--- src/rtl/mmio_uart_tx.sv ---
// Memory-mapped UART transmitter with a TX FIFO on the MIPS data-memory bus.
// Define UART_TX_PARITY_EN for 8E1 framing (adds a PARITY state and sets STATUS[4]).
module mmio_uart_tx #(
   parameter logic [31:0] BASE_ADDR   = 32'h0000_0100,
   parameter int          FIFO_DEPTH  = 8,
   parameter logic [15:0] DEFAULT_DIV = 16'd433
) (
   input  logic        clk,
   input  logic        rst,
   input  logic [31:0] bus_addr,
   input  logic [31:0] bus_wdata,
   input  logic        bus_we,
   output logic [31:0] bus_rdata,
   output logic        bus_sel,
   output logic        tx,
   output logic        irq
);

   localparam int AW = $clog2(FIFO_DEPTH);
   localparam int CW = AW + 1;
   localparam logic [CW-1:0] DEPTH_C = CW'(FIFO_DEPTH);

`ifdef UART_TX_PARITY_EN
   localparam logic PARITY_FLAG = 1'b1;
   typedef enum logic [2:0] {IDLE, START, DATA, PARITY, STOP} state_t;
`else
   localparam logic PARITY_FLAG = 1'b0;
   typedef enum logic [1:0] {IDLE, START, DATA, STOP} state_t;
`endif

   state_t          state, state_next;
   logic [3:0]      offset;
   logic            in_window;
   logic            wr_txdata, wr_status, wr_baud;
   logic [7:0]      fifo_mem [FIFO_DEPTH];
   logic [AW-1:0]   wr_ptr, rd_ptr;
   logic [CW-1:0]   fifo_count;
   logic            fifo_full, fifo_empty;
   logic            push, pop;
   logic [15:0]     baud_div, frame_div, timer;
   logic            timer_done;
   logic [7:0]      shift_reg;
   logic [2:0]      bit_idx;
   logic            ovf, busy;
   logic [4:0]      count_ext;
   logic [31:0]     status_word;
   logic            unused_wdata_bits;
`ifdef UART_TX_PARITY_EN
   logic            parity_bit;
`endif

   assign offset    = bus_addr[3:0];
   assign in_window = bus_addr[31:4] == BASE_ADDR[31:4];
   assign bus_sel   = in_window && (offset == 4'h0 || offset == 4'h4 || offset == 4'h8);
   assign wr_txdata = bus_we && bus_sel && offset == 4'h0;
   assign wr_status = bus_we && bus_sel && offset == 4'h4;
   assign wr_baud   = bus_we && bus_sel && offset == 4'h8;
   assign unused_wdata_bits = ^bus_wdata[31:16];

   assign fifo_full  = fifo_count == DEPTH_C;
   assign fifo_empty = fifo_count == '0;
   assign push       = wr_txdata && !fifo_full;
   assign timer_done = timer == 16'd0;
   assign busy       = state != IDLE;
   assign irq        = fifo_empty && !busy;

   always_ff @(posedge clk) begin
      if (push) begin
         fifo_mem[wr_ptr] <= bus_wdata[7:0];
      end
   end

   // A push into a full FIFO is dropped even when the engine pops on the same edge.
   always_ff @(posedge clk) begin
      if (!rst) begin
         wr_ptr     <= '0;
         rd_ptr     <= '0;
         fifo_count <= '0;
      end else begin
         if (push) begin
            wr_ptr <= wr_ptr + AW'(1);
         end
         if (pop) begin
            rd_ptr <= rd_ptr + AW'(1);
         end
         case ({push, pop})
            2'b10:   fifo_count <= fifo_count + CW'(1);
            2'b01:   fifo_count <= fifo_count - CW'(1);
            default: fifo_count <= fifo_count;
         endcase
      end
   end

   always_ff @(posedge clk) begin
      if (!rst) begin
         baud_div <= DEFAULT_DIV;
         ovf      <= 1'b0;
      end else begin
         if (wr_baud) begin
            baud_div <= bus_wdata[15:0];
         end
         if (wr_txdata && fifo_full) begin
            ovf <= 1'b1;
         end else if (wr_status && bus_wdata[3]) begin
            ovf <= 1'b0;
         end
      end
   end

   always_ff @(posedge clk) begin
      if (!rst) begin
         state <= IDLE;
      end else begin
         state <= state_next;
      end
   end

   always_comb begin
      state_next = state;
      pop        = 1'b0;
      tx         = 1'b1;
      case (state)
         IDLE: begin
            if (!fifo_empty) begin
               pop        = 1'b1;
               state_next = START;
            end
         end
         START: begin
            tx = 1'b0;
            if (timer_done) begin
               state_next = DATA;
            end
         end
         DATA: begin
            tx = shift_reg[0];
            if (timer_done && bit_idx == 3'd7) begin
`ifdef UART_TX_PARITY_EN
               state_next = PARITY;
`else
               state_next = STOP;
`endif
            end
         end
`ifdef UART_TX_PARITY_EN
         PARITY: begin
            tx = parity_bit;
            if (timer_done) begin
               state_next = STOP;
            end
         end
`endif
         STOP: begin
            if (timer_done) begin
               state_next = IDLE;
            end
         end
         default: state_next = IDLE;
      endcase
   end

   // The divisor is captured per frame so BAUDDIV writes only affect the next frame.
   always_ff @(posedge clk) begin
      if (!rst) begin
         timer     <= '0;
         frame_div <= '0;
         shift_reg <= '0;
         bit_idx   <= '0;
`ifdef UART_TX_PARITY_EN
         parity_bit <= 1'b0;
`endif
      end else if (pop) begin
         shift_reg <= fifo_mem[rd_ptr];
         timer     <= baud_div;
         frame_div <= baud_div;
         bit_idx   <= '0;
`ifdef UART_TX_PARITY_EN
         parity_bit <= ^fifo_mem[rd_ptr];
`endif
      end else if (busy) begin
         if (timer_done) begin
            timer <= frame_div;
            if (state == DATA) begin
               shift_reg <= shift_reg >> 1;
               bit_idx   <= bit_idx + 3'd1;
            end
         end else begin
            timer <= timer - 16'd1;
         end
      end
   end

   assign count_ext   = 5'(fifo_count);
   assign status_word = {19'd0, count_ext, 3'd0, PARITY_FLAG, ovf, busy, fifo_empty, fifo_full};

   always_comb begin
      bus_rdata = '0;
      if (bus_sel) begin
         case (offset)
            4'h4:    bus_rdata = status_word;
            4'h8:    bus_rdata = {16'd0, baud_div};
            default: bus_rdata = '0;
         endcase
      end
   end

endmodule

--- config.mk ---
export PLATFORM = sky130hd
export DESIGN_NAME = mmio_uart_tx
export DESIGN_NICKNAME = d
export VERILOG_FILES = /design/src/rtl/mmio_uart_tx.sv
export SDC_FILE = /design/constraint.sdc
export NUM_CORES = 1
export LEC_CHECK = 0
export ABC_AREA = 1
export CAP_MARGIN = 5
export CORE_AREA = 2 2 115 117
export CTS_CLUSTER_DIAMETER = 50
export CTS_CLUSTER_SIZE = 30
export DETAILED_ROUTE_END_ITERATION = 10
export DIE_AREA = 0 0 117 119
export GPL_TIMING_DRIVEN = 0
export HOLD_SLACK_MARGIN = 0.12
export PLACE_DENSITY = 0.78
export RECOVER_POWER = 100
export SLEW_MARGIN = 20
export SYNTH_ARGS = -nofsm -noshare
export SYNTH_HDL_FRONTEND = slang
export SYNTH_SLANG_ARGS = --single-unit
export TNS_END_PERCENT = 100
--- constraint.sdc ---
create_clock -name clk -period 6.5 [get_ports clk]
set_input_delay 0.65 -clock clk [delete_from_list [all_inputs] [get_ports clk]]
set_output_delay 0.65 -clock clk [all_outputs]
set_load 0.05 [all_outputs]
# [Word-level counts from Yosys, hierarchy flattened]
# Memories as Yosys holds them, arrays and structs flattened. A register that Yosys moved wholly into a read port is not among the register bits.
# Cells that the tools add are included.
[classes] n_div=0 mux=24 n_addsub=6 reduce_logical=28 n_mul=0 bitwise_logic=1 shifts=0 eq_ne=14 order_cmp=0
[ops] cell="$mux W16" n=4
[ops] cell="$mux W8" n=4
[ops] cell="$pmux W16 S2" n=1
[ops] cell="$eq A28 B5 Y1 const B" n=1
[ops] cell="$logic_not A16 Y1" n=1
[ops] cell="$sub A16 B1 Y16 const B" n=1
[ops] cell="$reduce_bool A2 Y1" n=6
[ops] cell="$logic_and A1 B1 Y1" n=10
[ops] cell="$add A3 B1 Y3 const B" n=3
[ops] cell="$eq A4 B4 Y1 const B" n=2
[ops] cell="$logic_not A4 Y1" n=2
[ops] cell="$mux W2" n=4
[ops] cell="$ne A2 B2 Y1 const B" n=4
[ops] cell="$pmux W2 S4" n=1
[ops] cell="$pmux W4 S2" n=1
[ops] cell="$eq A2 B2 Y1 const B" n=3
[ops] cell="$mux W1" n=6
[ops] cell="$mux W3" n=2
[ops] cell="$reduce_and A3 Y1" n=2
[ops] cell="$add A4 B1 Y4 const B" n=1
[ops] cell="$eq A2 B1 Y1 const B" n=2
[ops] cell="$eq A4 B3 Y1 const B" n=1
[ops] cell="$reduce_and A4 Y1" n=1
[ops] cell="$sub A4 B1 Y4 const B" n=1
[ops] cell="7 further kinds" n=9
[totals] out_inout_bits=35 memories=1 ramBits=64 latchBits=0 romBits=0 input_bits=67 ff_bits=72 word_cells=84
[memory_table] name="fifo_mem" words=8 width=8 read_ports=1 rd_ports_with_merged_regs=1 wr=1 line_no="35" rtl="logic [7:0] fifo_mem [FIFO_DEPTH];"

# [Depth between registers and ports, before layout]
[logic_depth] ltp_word=9 mapped_depth=17 mapped_depth_nobuf=16

# [Worst setup path before layout]
# OpenSTA, ideal clock, no wires.
[synth_timing] path_type="input to output" from="input bus_addr[1]" to="output bus_rdata[14]" arrival_time_ns=2.655 n_path_buf=0 stages=7 path_slack_ns=3.195 t_required_ns=5.850 cell_sequence="nor2_2 -> inv_2 -> a21oi_4 -> nand3_2 -> nor2_4 -> inv_1 -> nor3_1"
[synth_via] elab_chain_len=5 elab_cells_between_ends=8 cone_classes="2 x eq/ne; 2 x mux; 4 x reduce/logical"
[synth_rtl] element="start, declared" line_no="10" rtl="input logic [31:0] bus_addr,"
[synth_rtl] element="$eq A4 B3 Y1 or $logic_not A4 Y1 (tied branches)" line_no="54" rtl="assign bus_sel = in_window && (offset == 4'h0 || offset == 4'h4 || offset == 4'h8);"
[synth_rtl] element="$logic_or A1 B1 Y1" line_no="54"
[synth_rtl] element="$logic_or A1 B1 Y1 *" line_no="54"
[synth_rtl] element="$logic_and A1 B1 Y1 *" line_no="54"
[synth_rtl] element="named net bus_sel" line_no="14" rtl="output logic bus_sel,"
[synth_rtl] element="$mux W16 *" line_no="198" rtl="if (bus_sel) begin"
[synth_rtl] element="end, declared" line_no="13" rtl="output logic [31:0] bus_rdata,"
# The timed path passes the listed nets; every way through them passes the cells marked *.

# [Worst setup path in the final report]
[layout_timing] from="input bus_addr[19]" to="output bus_rdata[8]"
[layout_via] elab_chain_len=3
[layout_rtl] element="$eq A28 B5 Y1" line_no="53" rtl="assign in_window = bus_addr[31:4] == BASE_ADDR[31:4];"
[layout_rtl] element="$logic_and A1 B1 Y1" line_no="54"
[layout_rtl] element="$mux W16" line_no="198"
# Every way passes these cells.

==> summary.md <==
| Metric | Value |
|---|---|
| Status | `completed` |
| Register Area | `3420 um^2` |
| Tcrit/Tclk final | `between 60% and 70%` |
| Antenna Nets Post-Route | `0` |
| Core region area | `between 10000 and 15000 um^2` |
| GP Congestion | `roughly 0.95` |
| Die Ht | `approximately 120 um` |
| Syn. warnings | `0` |
| CTS Buffer Depth | `2` |
| Hold path depth | `2` |
| Max Clock Freq | `~0.24 GHz` |
| Post-synthesis sequential area ratio | `approximately 52%` |
| Avg Cell Area, Syn | `around 8.5 um^2` |
| Ys async rst share | `0%` |
| Finished Layout Cells | `between 1000 and 1500` |
| Num rows | `42` |
| Vias in the first global route | `between 5000 and 6000` |
| Area of the multi-input gates | `2690 um^2` |
| Vias | `slightly below 6000` |
| FF-to-FF path depth | `13` |
| Post-DP HPWL | `12100 um` |
| Yosys reg bits | `~140` |
| Clock skew | `0.0103 ns` |
| DP Area | `approximately 7600 um^2` |
| Die Area | `~14000 um^2` |
| CP Launch Type | `primary input` |
| Max reg flops | `64` |
| Slew @ Worst Pin | `approximately 1.3 ns` |
| Post-place setup slack | `between 2 and 3 ns` |
| Tmin final | `approximately 4.2 ns` |
| Top cells by area, synth | `edfxtp_1, dfxtp_1, o21ai_0, nand2_1, nor2_1` |
| Worst Hold End | `frame_div[4]` |
| Initial antenna violation count | `0` |
| CP endpoint kind | `output pin` |
| Clock transition at the registers of the reported paths | `approximately 0.06 ns` |
| Final worst slack | `around 2.3 ns` |
| Global-route wire length before repair | `28300 um` |
| CTS tree | `yes` |
| Total Power | `approximately 3.2 mW` |
| Total CTS buffers | `17` |
| M1 GR Usage | `between 30% and 40%` |
| Grt total ovfl | `0` |
| N_diodes | `0` |
| GR peak layer | `met2` |
| Critical Path Fanout Max | `10` |
| Fillers | `1079` |
| Yosys top cell by area | `edfxtp_1` |
| RSZ-0062 raised after global routing | `false` |
| Post-route cell area | `a little over 8000 um^2` |
| Layout area overhead | `22.8%` |
| H-tree depth | `4` |
| Post-synthesis cell type count | `45` |
| Placed cell count | `roughly 1000` |
| Clock sink total | `about 140` |
| Hold WC Path Type | `reg2reg` |
| P_leak | `approximately 3.2 nW` |
| Worst-Skew Late Latency | `around 0.43 ns` |
| DR pass1 iterations | `6` |
| Vias per inst | `around 5.5` |
| Number of enable flip-flop cells after synthesis | `64` |
| Met2 Resource Use GR | `about two fifths` |
| Crit path arrival time | `around 3.5 ns` |
| CTS root buffer | `clkbuf_16` |
| Buffer count from post-CTS setup fixing | `0` |
| Initial Util | `about half` |
| Post-Route WL | `approximately 17000 um` |
| Top FF cell, synth | `dfxtp_1` |
| Fin nets | `about 960` |
| Hold Crit Start | `frame_div[4]` |
| Largest Register | `fifo_mem` |
| First DRT Iteration DRCs | `~450` |
| Post-synth top area share | `around 30%` |
| Final TNS setup | `0 ns` |
| Required @ worst endpoint | `approximately 5.9 ns` |
| Critical Setup Path Class | `in2out` |
| R2r setup slk | `3.51 ns` |
| Synth cell count leaders | `nand2_1, nor2_1, o21ai_0, dfxtp_1, edfxtp_1` |
| Post-synthesis cell count | `about 780` |
| VDD IR-drop max | `around 0.00017 V` |
| GRT Util Overall | `between 20% and 30%` |
| Max Cap Viol | `0` |
| Synthesized area | `between 6000 and 7000 um^2` |
| Finished Core Util | `a little over three fifths` |
| Ports | `102` |
| Worst hold margin | `~0.46 ns` |
| Setup-failing EPs final | `0` |
| Largest net degree at the start of global routing | `17` |
| Layout cells sized above 1 | `between 8 and 9%` |
| Post_cts resized | `0` |
| R2R Path End | `fifo_count[2]` |
| Hold Fails Final Rpt | `0` |
| IO buf count | `69` |
| GR Layer Usage met3 | `between 6 and 7%` |
| Die W | `117 um` |
| Max-slew headroom | `approximately 13%` |
| Reg2Reg Launch Point | `fifo_count[0]` |
| Routed WL per cell | `between 15 and 20 um` |
| CTS Hold Bufs | `0` |
| Slew Limit Fails | `0` |
| Pwr dens | `approximately 400 nW/um^2` |
| Drt drc | `0` |
per-layer routing:
metal,part of all wire (%),wire (um)
met5,0,0
met4,2.4,416
met3,9.2,1590
met2,47,8030
met1,42,7180
logic make-up after synthesis:
kind of cell / Yosys count / share of synthesized area [%]
simple gates: 316 / 20.9
compound gates: 187 / 15.8
flops: 139 / 51.9
buf+inv: 110 / 7.68
fa+ha+maj: 13 / 2.47
xor+xnor: 9 / 1.20
other cells: 1 / 0.0568
placed cells by master (no fill, tap or decap), drive strengths merged, types with 8 or more instances in the layout:
cell type and n:
dfxtp 75, o211ai 15, clkbuf 42, nand2 120, xor2 8, dlygate4sd3 28, inv 64, nand3 42
edfxtp 64, buf 22, o21ai 99, ha 13, nor3 16, conb 16, clkdlybuf4s50 41, o221ai 9
nor2 128, a21oi 53
critical path, cell delays in order:
cell,delay (ns)
dlygate4sd3_1,0.53
nor2_1,0.11
nand2_1,0.06
nor2_1,0.18
nand3_2,0.09
nor2_1,0.32
inv_1,0.20
clkbuf_1,0.27
a21oi_1,0.20
dlygate4sd3_1,0.89
area by class of cell:
cell class                      instances  share of cell area, %
Buffer                                 46                   2.97
Inverter                               64                   2.98
Clock buffer                           18                   5.30
Tap cell                              176                   2.72
Clock inverter                         14                   2.10
Timing Repair Buffer                   69                   8.53
Multi-Input combinational cell        541                   33.2
Sequential cell                       139                   42.3
worst max-delay path by stage:
stage,start,end,slack [ns],cells past startpoint
2_1_floorplan,bus_addr[1],bus_rdata[14],3.20,7
3_3_place_gp,bus_addr[0],bus_rdata[8],2.73,10
3_5_place_dp,bus_addr[0],bus_rdata[8],2.72,10
4_1_cts,bus_addr[0],bus_rdata[8],2.70,10
5_1_grt,bus_addr[19],bus_rdata[10],2.03,10
6_report,bus_addr[19],bus_rdata[8],2.35,10
report_power, final:
part	internal, mW	switching [mW]
Sequential	1.00	0.0786
Clock	0.603	0.377
Combinational	0.367	0.790
Note: power is estimated with default switching activity, not from simulation.
